**config.mk**
```make
export PLATFORM = sky130hd
export DESIGN_NAME = rf_batch_sequencer
export DESIGN_NICKNAME = d
export VERILOG_FILES = /design/src/rtl/rf_batch_sequencer.sv
export SDC_FILE = /design/constraint.sdc
export NUM_CORES = 1
export LEC_CHECK = 0
export CAP_MARGIN = 20
export CORE_MARGIN = 10
export CORE_UTILIZATION = 31
export DETAILED_ROUTE_END_ITERATION = 7
export PLACE_DENSITY = 0.5
export SLEW_MARGIN = 0
export SYNTH_ARGS = -nofsm -noshare
export SYNTH_HDL_FRONTEND = slang
export SYNTH_SLANG_ARGS = --single-unit
```
**constraint.sdc**
```tcl
create_clock -name clk -period 4.1 [get_ports clk]
set_input_delay 0.82 -clock clk [delete_from_list [all_inputs] [get_ports clk]]
set_output_delay 0.82 -clock clk [all_outputs]
set_load 0.05 [all_outputs]
```
**src/rtl/rf_batch_sequencer.sv**
```systemverilog
// -----------------------------------------------------------------------------
// rf_batch_sequencer
//
// Autonomous batch controller for the LFSR / mux / register-file / ALU
// datapath. It drives the same control signals as the manual button FSM, and a
// select outside this block decides which controller owns the datapath.
//
// Two job kinds:
//   FILL    : write `count` consecutive registers starting at dst_base with
//             LFSR values (one element per cycle).
//   COMPUTE : rd[dst+i] = ALU(op_cfg, rs1[src1+i], rs2[src2+i]) for
//             i = 0..count-1, processed in ascending order. Each element takes
//             a read cycle followed by a write cycle.
// All address arithmetic wraps modulo 2**ADDR_W.
//
// Handshake: `start` is only looked at in IDLE. The job configuration is
// captured on that edge, so later input changes do not disturb a running job.
// `busy` is high from LATCH through FIN. `done` pulses for one cycle in FIN. An
// `abort` in LATCH/FILL_WR/CMP_RD/CMP_WR returns to IDLE without a `done`
// pulse. A write presented in the abort cycle still lands. If start and
// abort are both high in IDLE, start wins.
//
// Ports:
//   clk, rst          clock, asynchronous active-low reset
//   start, abort      job request / job cancel
//   mode              0 = FILL, 1 = COMPUTE
//   op_cfg            ALU code for COMPUTE
//   src1_base, src2_base, dst_base, count   job geometry
//   busy, done        job status
//   we, mux, op       register-file write enable, data_in select, ALU code
//   addr              write address
//   addr_rs1/rs2      read addresses
//   idx               elements completed in the current/last job
//   dbg_state         current FSM state encoding (debug visibility)
// -----------------------------------------------------------------------------
module rf_batch_sequencer #(
  parameter int ADDR_W = 5,
  parameter int OP_W   = 4,
  parameter int CNT_W  = 6
) (
  input  logic              clk,
  input  logic              rst,
  input  logic              start,
  input  logic              abort,
  input  logic              mode,
  input  logic [OP_W-1:0]   op_cfg,
  input  logic [ADDR_W-1:0] src1_base,
  input  logic [ADDR_W-1:0] src2_base,
  input  logic [ADDR_W-1:0] dst_base,
  input  logic [CNT_W-1:0]  count,
  output logic              busy,
  output logic              done,
  output logic              we,
  output logic              mux,
  output logic [OP_W-1:0]   op,
  output logic [ADDR_W-1:0] addr,
  output logic [ADDR_W-1:0] addr_rs1,
  output logic [ADDR_W-1:0] addr_rs2,
  output logic [CNT_W-1:0]  idx,
  output logic [2:0]        dbg_state
);

  typedef enum logic [2:0] {
    S_IDLE    = 3'd0,
    S_LATCH   = 3'd1,
    S_FILL_WR = 3'd2,
    S_CMP_RD  = 3'd3,
    S_CMP_WR  = 3'd4,
    S_FIN     = 3'd5
  } state_t;

  state_t            state_q, state_d;

  // Latched job configuration
  logic              mode_q, mode_d;
  logic [OP_W-1:0]   op_cfg_q, op_cfg_d;
  logic [ADDR_W-1:0] src1_q, src1_d;
  logic [ADDR_W-1:0] src2_q, src2_d;
  logic [ADDR_W-1:0] dst_q, dst_d;
  logic [CNT_W-1:0]  count_q, count_d;

  // Registered outputs
  logic              busy_q, busy_d;
  logic              done_q, done_d;
  logic              we_q, we_d;
  logic              mux_q, mux_d;
  logic [OP_W-1:0]   op_q, op_d;
  logic [ADDR_W-1:0] addr_q, addr_d;
  logic [ADDR_W-1:0] rs1_q, rs1_d;
  logic [ADDR_W-1:0] rs2_q, rs2_d;
  logic [CNT_W-1:0]  idx_q, idx_d;

  // Element bookkeeping. Offsets are truncated to ADDR_W so that block
  // addresses wrap around the register file, including when count exceeds
  // the file depth.
  logic [CNT_W-1:0]  idx_inc;
  logic              last_elem;
  logic [ADDR_W-1:0] off_cur;
  logic [ADDR_W-1:0] off_nxt;

  assign idx_inc   = idx_q + CNT_W'(1);
  assign last_elem = (idx_inc == count_q);
  assign off_cur   = idx_q[ADDR_W-1:0];
  assign off_nxt   = idx_inc[ADDR_W-1:0];

  // The next-state logic also computes every output's next value, so all
  // outputs come straight from flops and describe the state being entered.
  always_comb begin
    state_d  = state_q;
    mode_d   = mode_q;
    op_cfg_d = op_cfg_q;
    src1_d   = src1_q;
    src2_d   = src2_q;
    dst_d    = dst_q;
    count_d  = count_q;
    busy_d   = busy_q;
    done_d   = 1'b0;
    we_d     = 1'b0;
    mux_d    = mux_q;
    op_d     = op_q;
    addr_d   = addr_q;
    rs1_d    = rs1_q;
    rs2_d    = rs2_q;
    idx_d    = idx_q;

    case (state_q)
      S_IDLE: begin
        busy_d = 1'b0;
        if (start) begin
          state_d  = S_LATCH;
          busy_d   = 1'b1;
          mode_d   = mode;
          op_cfg_d = op_cfg;
          src1_d   = src1_base;
          src2_d   = src2_base;
          dst_d    = dst_base;
          count_d  = count;
          idx_d    = '0;
          op_d     = '0;
        end
      end

      S_LATCH: begin
        if (abort) begin
          state_d = S_IDLE;
          busy_d  = 1'b0;
        end else if (count_q == '0) begin
          state_d = S_FIN;
          done_d  = 1'b1;
        end else if (!mode_q) begin
          state_d = S_FILL_WR;
          we_d    = 1'b1;
          mux_d   = 1'b0;
          addr_d  = dst_q;
        end else begin
          state_d = S_CMP_RD;
          mux_d   = 1'b1;
          op_d    = op_cfg_q;
          rs1_d   = src1_q;
          rs2_d   = src2_q;
        end
      end

      S_FILL_WR: begin
        // The write presented this cycle lands on this edge regardless of
        // abort, so the element counts as completed.
        idx_d = idx_inc;
        if (abort) begin
          state_d = S_IDLE;
          busy_d  = 1'b0;
        end else if (last_elem) begin
          state_d = S_FIN;
          done_d  = 1'b1;
        end else begin
          we_d   = 1'b1;
          addr_d = dst_q + off_nxt;
        end
      end

      S_CMP_RD: begin
        if (abort) begin
          state_d = S_IDLE;
          busy_d  = 1'b0;
        end else begin
          state_d = S_CMP_WR;
          we_d    = 1'b1;
          addr_d  = dst_q + off_cur;
        end
      end

      S_CMP_WR: begin
        idx_d = idx_inc;
        if (abort) begin
          state_d = S_IDLE;
          busy_d  = 1'b0;
        end else if (last_elem) begin
          state_d = S_FIN;
          done_d  = 1'b1;
        end else begin
          state_d = S_CMP_RD;
          rs1_d   = src1_q + off_nxt;
          rs2_d   = src2_q + off_nxt;
        end
      end

      S_FIN: begin
        state_d = S_IDLE;
        busy_d  = 1'b0;
      end

      default: begin
        state_d = S_IDLE;
        busy_d  = 1'b0;
      end
    endcase
  end

  always_ff @(posedge clk or negedge rst) begin
    if (!rst) begin
      state_q  <= S_IDLE;
      mode_q   <= 1'b0;
      op_cfg_q <= '0;
      src1_q   <= '0;
      src2_q   <= '0;
      dst_q    <= '0;
      count_q  <= '0;
      busy_q   <= 1'b0;
      done_q   <= 1'b0;
      we_q     <= 1'b0;
      mux_q    <= 1'b0;
      op_q     <= '0;
      addr_q   <= '0;
      rs1_q    <= '0;
      rs2_q    <= '0;
      idx_q    <= '0;
    end else begin
      state_q  <= state_d;
      mode_q   <= mode_d;
      op_cfg_q <= op_cfg_d;
      src1_q   <= src1_d;
      src2_q   <= src2_d;
      dst_q    <= dst_d;
      count_q  <= count_d;
      busy_q   <= busy_d;
      done_q   <= done_d;
      we_q     <= we_d;
      mux_q    <= mux_d;
      op_q     <= op_d;
      addr_q   <= addr_d;
      rs1_q    <= rs1_d;
      rs2_q    <= rs2_d;
      idx_q    <= idx_d;
    end
  end

  assign busy      = busy_q;
  assign done      = done_q;
  assign we        = we_q;
  assign mux       = mux_q;
  assign op        = op_q;
  assign addr      = addr_q;
  assign addr_rs1  = rs1_q;
  assign addr_rs2  = rs2_q;
  assign idx       = idx_q;
  assign dbg_state = state_q;

endmodule

```
-- Word level (Yosys, flattened, before mapping)
Cells that the tools add are included.
- bits in registers: 58
- output and inout port bits: 32
- word-level logic and storage cells: 107
- add/sub/neg operators: 5
- equality and inequality tests: 17
- multiplexer cells: 52
- bitwise operators: 2
- reductions and logical operators: 15
- operators with widths (cell ; count):
    5-bit two-way mux ; 16
    3-bit two-way mux ; 8
    5-bit adder ; 4
    2-bit inequality test, second input constant ; 10
    5-bit one-hot mux with 2 select lines ; 2
    4-bit two-way mux ; 4
    3-bit one-hot mux with 5 select lines ; 1
    5-bit one-hot mux with 3 select lines ; 1
    1-bit two-way mux ; 14
    6-bit one-hot mux with 2 select lines ; 1
    4-bit one-hot mux with 2 select lines ; 1
    7-bit AND reduction ; 1
    6-bit by 1-bit adder with 6-bit output, second input constant ; 1
    3-bit by 2-bit equality test with 1-bit output, second input constant ; 2
    6-bit equality test ; 1
    6-bit zero test ; 1
    6-bit two-way mux ; 1
    2-bit AND reduction ; 3
    6-bit AND reduction ; 1
    2-bit nonzero test ; 3
    5-bit AND reduction ; 1
    1-bit one-hot mux with 2 select lines ; 2
    4-bit OR reduction ; 1
    3-bit by 1-bit equality test with 1-bit output, second input constant ; 1
    9 further kinds ; 10

-- Logic depth before layout (Yosys ltp)
Gate-level depths: netlist (run 1).
- depth after elaboration: 5
- gate-level depth with buffers: 12

-- Least setup slack after synthesis (run 1)
No wires, ideal clock.
- path type: register to register
- from: register state_q[2], in the netlist dbg_state[2]
- to: register addr_q[4], in the netlist addr[4]
- library setup time: 0.125 ns
- data arrival time: 2.979 ns
- path slack: 0.996 ns
- stages on the path, launching flop included: 12
- period minus slack after synthesis: 3.104 ns
- cell sequence: dfrtp_1 clkbuf_1 nor2b_1 nand2_1 mux2_2 fa_1 a21o_1 a21oi_1 xnor2_1 nand2_1 xnor2_1 mux2_4
- cells in the longest elaborated chain, start to end: 3
- elaborated cells between the ends (all ways): 12
- classes of those cells: 9 x eq/ne; 1 x mux; 2 x reduce/logical
- RTL lines (element ; line ; RTL):
    start, declared ; 72 ; state_t state_q, state_d;
    start signal, assigned ; 237 ; state_q <= state_d;
    3-bit by 2-bit equality test with 1-bit output or 3-bit by 1-bit equality test with 1-bit output (tied branches) ; 126 ; case (state_q)
    2-bit inequality test (no line) or 3-bit nonzero test (tied branches) ; - ;
    7-bit AND reduction (no line) ; - ;
    end signal, assigned ; 249 ; addr_q <= addr_d;
    end, declared ; 88 ; logic [ADDR_W-1:0] addr_q, addr_d;
Several ways; a longest one is shown, not always the timed one.
A chain may end at the register's enable or synchronous reset.

-- Final worst setup path (run 1)
- from: register state_q[1], in the netlist dbg_state[1]
- to: register addr_q[4], in the netlist addr[4]
The elaborated chain is that of the path after synthesis.

==> results of run 1 <==
## flip-flops by register name (all words and copies together) (netlist names)
register and flops:
dst_q 5, busy 1, src1_q 5, done 1
dbg_state 3, addr 5, op 4, op_cfg_q 4
addr_rs2 5, mode_q 1, addr_rs1 5, we 1
idx 6, mux 1, count_q 6, src2_q 5
## synth_stat cells, types with 2 or more instances
cell	count
inv_1	11
o211ai_1	2
a211oi_1	2
dfrtp_1	58
o21ai_0	22
clkbuf_1	11
nor3_1	7
nand2b_1	6
a21oi_1	17
fa_1	3
buf_2	3
and2_1	2
a21o_1	4
a31oi_1	4
ha_1	13
and3_1	2
nor2_1	22
or3_1	2
nand2_1	114
xor2_1	11
mux2_2	11
xnor2_1	17
mux2_4	5
## area by class of cell
type | count | area (um2) | area share (%)
multi-input combinational | 284 | 1770 | 41.1
sequential | 58 | 1450 | 33.7
timing repair buffer | 64 | 628 | 14.6
tap | 136 | 170 | 3.96
clock buffer | 12 | 145 | 3.37
clock inverter | 4 | 98.8 | 2.30
inverter | 11 | 41.3 | 0.960
## worst reg2reg max path, delay by kind of cell, from the launching register on
| family | cells | cell delay (ns) |
|---|---|---|
| AND/OR/NAND/NOR | 3 | 0.68 |
| flip-flops | 1 | 0.66 |
| adder cells (fa/ha/maj) | 2 | 0.61 |
| XOR/XNOR | 3 | 0.47 |
| AO/OA/AOI/OAI | 2 | 0.34 |
| multiplexers | 1 | 0.26 |
## power groups by stage
| stage | clock, W | combinational [W] | sequential (W) |
|---|---|---|---|
| after CTS | 0.000679 | 0.00196 | 0.00107 |
| after global routing | 0.000715 | 0.00216 | 0.00111 |
| after detailed placement | 0 | 0.00195 | 0.00107 |
| after global placement | 0 | 0.00194 | 0.00107 |
| after floorplan | 0 | 0.00105 | 0.00140 |
| final | 0.000663 | 0.00193 | 0.00106 |
## per-layer routing
layer	part of all wire (%)	vias up	GRT usage [%]
met2	45	56	18.3
met5	0	-	0
li1	-	1348	-
met1	48	1259	16.4
met4	1.6	0	4.73
met3	5.0	10	2.96
## path summary, 6_finish.rpt
kind	to	cells after the start	start	slack [ns]
worst max register to register	addr[4]	11	dbg_state[1]	0.96
worst max-delay path	addr[4]	11	dbg_state[1]	0.96
worst min register to register	op_cfg_q[3]	2	op_cfg_q[3]	0.48
min in group asynchronous	src2_q[4]	1	rst	0.59
max in group asynchronous	idx[2]	2	rst	2.68
worst min-delay path	op_cfg_q[3]	2	op_cfg_q[3]	0.48
## through the flow
stage | util, % | total power [W]
finish | 41.5 | 0.00366
global route | 41.5 | 0.00399
floorplan | - | 0.00245
detailed placement | 39.1 | 0.00303
CTS | 41.5 | 0.00371
global placement | 39.1 | 0.00301
## cells by family after synthesis
group	share of synthesized area, %
DFF	43.7
buffers and inverters	3.28
muxes	5.99
AOI/OAI and AO/OA	11.0
adders and majority gates	6.71
and+or+nand+nor	21.9
xor gates and xnor gates	7.38
==> flow_summary.yaml, run 1 <==
pwr:
  combPwrFrac_pct: 52.8
  max-vdd-ir-drop_uv: 302
  power_switching_w: 0.00164
  powerDensity_mw_per_mm2: 850
  power.share.clock_pct: 18.1
  p_sw_share_pct: 44.9
  leakage_nw: 1.99
  intPower_w: 0.00202
  p_seq_share_pct: 29.1
logic_synthesis:
  ys.flop_type: "dfrtp_1"
  synth_area_mm2: 0.00332
  avgSynthCellArea_um2: 9.02
  ys_seq_elements: 58
  ys_seq_area_share_pct: 43.7
  async_flop_share_pct: 100
  syn_inst: 368
  syn-num-nets: 414
  synth_cell_types: 42
  yosys_warnings: 0
  synth_edf_count: 0
  synthTopCellsByArea: "dfrtp_1, nand2_1, ha_1, xnor2_1, mux2_2"
  synthDominantCellAreaShare_pct: 43.7
  yosysTopAreaCell: "dfrtp_1"
floorplan:
  io_pins: 62
  start_util_pct: 32.0
  die_y_um: 124
  coreArea_mm2: 0.0104
  fp.dieArea_mm2: 0.0153
  die_x_um: 124
  row_count: 37
clock_network:
  clkLatencyLatePin_ns: 0.34
  cts_hold_buf: 0
  postCtsResizedCells: 0
  cts_tree: "built"
  root_buffer: "clkbuf_8"
  path_clk_slew_ns: 0.07
  clk_path_buf_depth: 2
  post-cts-setup-buffers: 0
  cts_sinks: 58
  htree_levels: 3
  cts_buffers: 9
layout:
  final_cells: 569
  final_cell_mix: "nand2_1, clkdlybuf4s50_1, dfrtp_1"
  diodes: 0
  drive_gt1_share_pct: 10.6
  finalInstanceArea_mm2: 0.00430
  nNetsFinal: 474
  layout_commonest_cell: "nand2_1"
  area_growth_pct: 29.5
  fillCellCount: 1081
detailed_routing:
  drt_iter0_drc: 120
  drcViolationCount: 0
  wire_per_inst_um: 15.0
  vias: 2673
  ant_nets: 0
  viasPerCell: 4.70
  wirelength_mm: 8.54
  dr.pass1.iters: 4
place:
  dp_hpwl_mm: 6.26
  gp_congestion: 0.851
  placedCellCount: 553
  placed_area_mm2: 0.00406
  port_buffers: 61
  pre_cts_ws_ns: 0.984
hold_path:
  hp-class: "register to register"
timing:
  fmax_ghz: 0.318
  slew_headroom_pct: 43.3
  drv_slew: 0
  setup_viol: 0
  max_slew.worst_pin.slew_ns: 0.850
  hold_slack_ns: 0.478
  rsz0062_at_grt: "false"
  finClkSkew_ns: 0.00964
  setup_tns_ns: 0
  postLayoutSetupSlackWorst_ns: 0.958
  period_minus_slack_ns: 3.14
  hold_viol_final: 0
  min_period_over_period_pct: 76.6
worst_setup_path:
  required_ns: 4.32
  worst_path_max_delay_cell: "dfrtp_1"
  critPathMaxStageDelay_ns: 0.66
  cp_data_arrival_time_ns: 3.36
  cp_cell_sequence: "nor2b_1 > nand2_1 > xnor2_1 > ha_1 > fa_1 > a21o_1 > a21oi_1 > xnor2_1 > nand2_1 > xnor2_1 > mux2_4"
  critPathLaunchType: "register"
  crit_top_cell: "xnor2_1"
  cp_max_fo: 16
  end_kind: "register"
  critPathKind: "register to register"
  critPathBufInv: 0
  cp_top_family: "simple AND/OR/NAND/NOR gates"
global_route:
  grt.total_usage_pct: 12.1
  grt.overflow.total: 0
  antenna_found_initial: 0
  grt_pass1_vias: 2693
  grt_pass1_wl_mm: 14.5
  grt_max_degree: 39
flow_run:
  drv_cap: 0
run_status:
  status: "complete, no violations"
Power figures use the tool's default switching activity.
==> inputs of run 2 (changes only) <==
PLACE_DENSITY = 0.52   (was 0.5)
clock period = 2.8 ns   (was 4.1 ns; I/O delays follow)
==> run 2 against run 1 <==
Compared with the run above: cell area grew 1.8%; flip-flop and latch count did not move; clock skew down 0.0024 ns; wire length increased by 4.5%; combinational power increased by 56%; critical path depth decreased by 2; critical path type unchanged; largest cell class unchanged.
==> flow_summary.yaml, run 2 (same netlist as run 1, synthesis figures left out) <==
layout:
  diodes: 0
  final_cell_mix: "nand2_1, clkdlybuf4s50_1, dfrtp_1"
  fillCellCount: 1085
  layout_commonest_cell: "nand2_1"
  drive_gt1_share_pct: 14.2
  area_growth_pct: 31.8
  nNetsFinal: 484
floorplan:
  fp.dieArea_mm2: 0.0153
  die_x_um: 124
  coreArea_mm2: 0.0104
  die_y_um: 124
  io_pins: 62
  start_util_pct: 32.0
  row_count: 37
global_route:
  grt.total_usage_pct: 12.2
  grt_max_degree: 31
  grt.overflow.total: 0
  grt_pass1_wl_mm: 14.6
  grt_pass1_vias: 2890
  antenna_found_initial: 0
timing:
  rsz0062_at_grt: "false"
  slew_headroom_pct: 52.2
  fmax_ghz: 0.382
  max_slew.worst_pin.slew_ns: 0.717
  setup_tns_ns: 0
  min_period_over_period_pct: 93.4
  hold_viol_final: 0
  setup_viol: 0
  finClkSkew_ns: 0.00723
  period_minus_slack_ns: 2.62
  drv_slew: 0
hold_path:
  hp-class: "input pin to asynchronous set/reset pin"
clock_network:
  htree_levels: 3
  clkLatencyLatePin_ns: 0.34
  clk_path_buf_depth: 2
  cts_sinks: 58
  cts_buffers: 9
  root_buffer: "clkbuf_8"
  path_clk_slew_ns: 0.07
  cts_tree: "built"
pwr:
  power_switching_w: 0.00245
  powerDensity_mw_per_mm2: 1230
  p_seq_share_pct: 27.7
  max-vdd-ir-drop_uv: 565
  combPwrFrac_pct: 56.2
  total_power_w: 0.00539
  intPower_w: 0.00294
  power.share.clock_pct: 16.1
  p_sw_share_pct: 45.5
  leakage_nw: 2.03
detailed_routing:
  viasPerCell: 4.74
  ant_nets: 0
  top_layer: "met4"
  wl_met2_mm: 4.07
  wirelength_mm: 8.93
  met3_length_um: 520
  drt_iter0_drc: 144
  met1Wirelength_mm: 4.24
  vias: 2742
  drcViolationCount: 0
  wire_per_inst_um: 15.4
  dr.pass1.iters: 4
worst_setup_path:
  end_kind: "register"
  cp_data_arrival_time_ns: 2.84
  cp_max_fo: 8
  r2r_slack_ns: 0.18
  critPathKind: "register to register"
  required_ns: 3.03
  critPathLaunchType: "register"
place:
  port_buffers: 61
  gp_congestion: 0.848
  dp_hpwl_mm: 6.62
flow_run:
  drv_cap: 0
run_status:
  status: "complete, no violations"
-- run 2: cell count changes in the layout (fill, tap and decap cells not counted), sizes merged --
cell	before	now
buf	4	14
bufinv	3	2
clkbuf	12	11
clkinv	1	2
clkinvlp	0	1
-- run 2: layer usage --
layer	vias to the layer above	track usage, %
met2	60	19.1
li1	1367	-
met1	1306	15.3
met3	9	4.51
met5	-	0
met4	0	3.49
-- run 2: worst paths after layout --
kind | start | end | cells after the start
setup / recovery | idx[0] | addr[4] | 9
hold / removal | rst | src2_q[1] | 1
setup reg to reg | idx[0] | addr[4] | 9
hold reg to reg | op_cfg_q[1] | op_cfg_q[1] | 2
max in group asynchronous | rst | dbg_state[0] | 2
min in group clk | op_cfg_q[1] | op_cfg_q[1] | 2
-- run 2: what timing repair did --
item                       CTS  global route
hold buffers                 0             0
setup buffers                0             0
setup endpoints to repair    0             1
gates resized for setup      0             1
-- run 2: through the flow --
stage                     setup slack [ns]  area [um2]  instances  hold WS, ns  utilization (%)
after floorplan                    0.00671        3330        368        0.264                -
after global placement               0.244        4150        563        0.459             40.1
after detailed placement             0.132        4150        563        0.467             40.1
after CTS                            0.121        4370        579        0.289             42.2
after global routing                0.0123        4380        579        0.313             42.2
final                                0.184        4380        579        0.272             42.2
-- run 2: power by group through the flow --
stage	Clock [W]	Sequential [W]	Combinational, W
after floorplan	0	0.00205	0.00154
after global placement	0	0.00150	0.00300
after detailed placement	0	0.00151	0.00304
after CTS	0.000895	0.00150	0.00306
after global routing	0.000935	0.00155	0.00332
final	0.000869	0.00149	0.00302
-- run 2: worst max-delay path: stages, from the launching register on --
cell     delay [ns]
dfrtp_2        0.46
ha_1           0.33
mux2_2         0.30
fa_1           0.44
a21o_1         0.18
a21oi_1        0.18
xnor2_1        0.14
nand2_1        0.08
xnor2_1        0.13
mux2_4         0.26
-- run 2: cell type report --
cell class              count  area (um2)  area share [%]
well taps                 136         170            3.89
multi-input cells         284        1770            40.5
repair buffers             74         716            16.3
inverters                  11        41.3           0.943
flip-flops and latches     58        1460            33.3
clock inverters             5        77.6            1.77
clock buffers              11         141            3.23
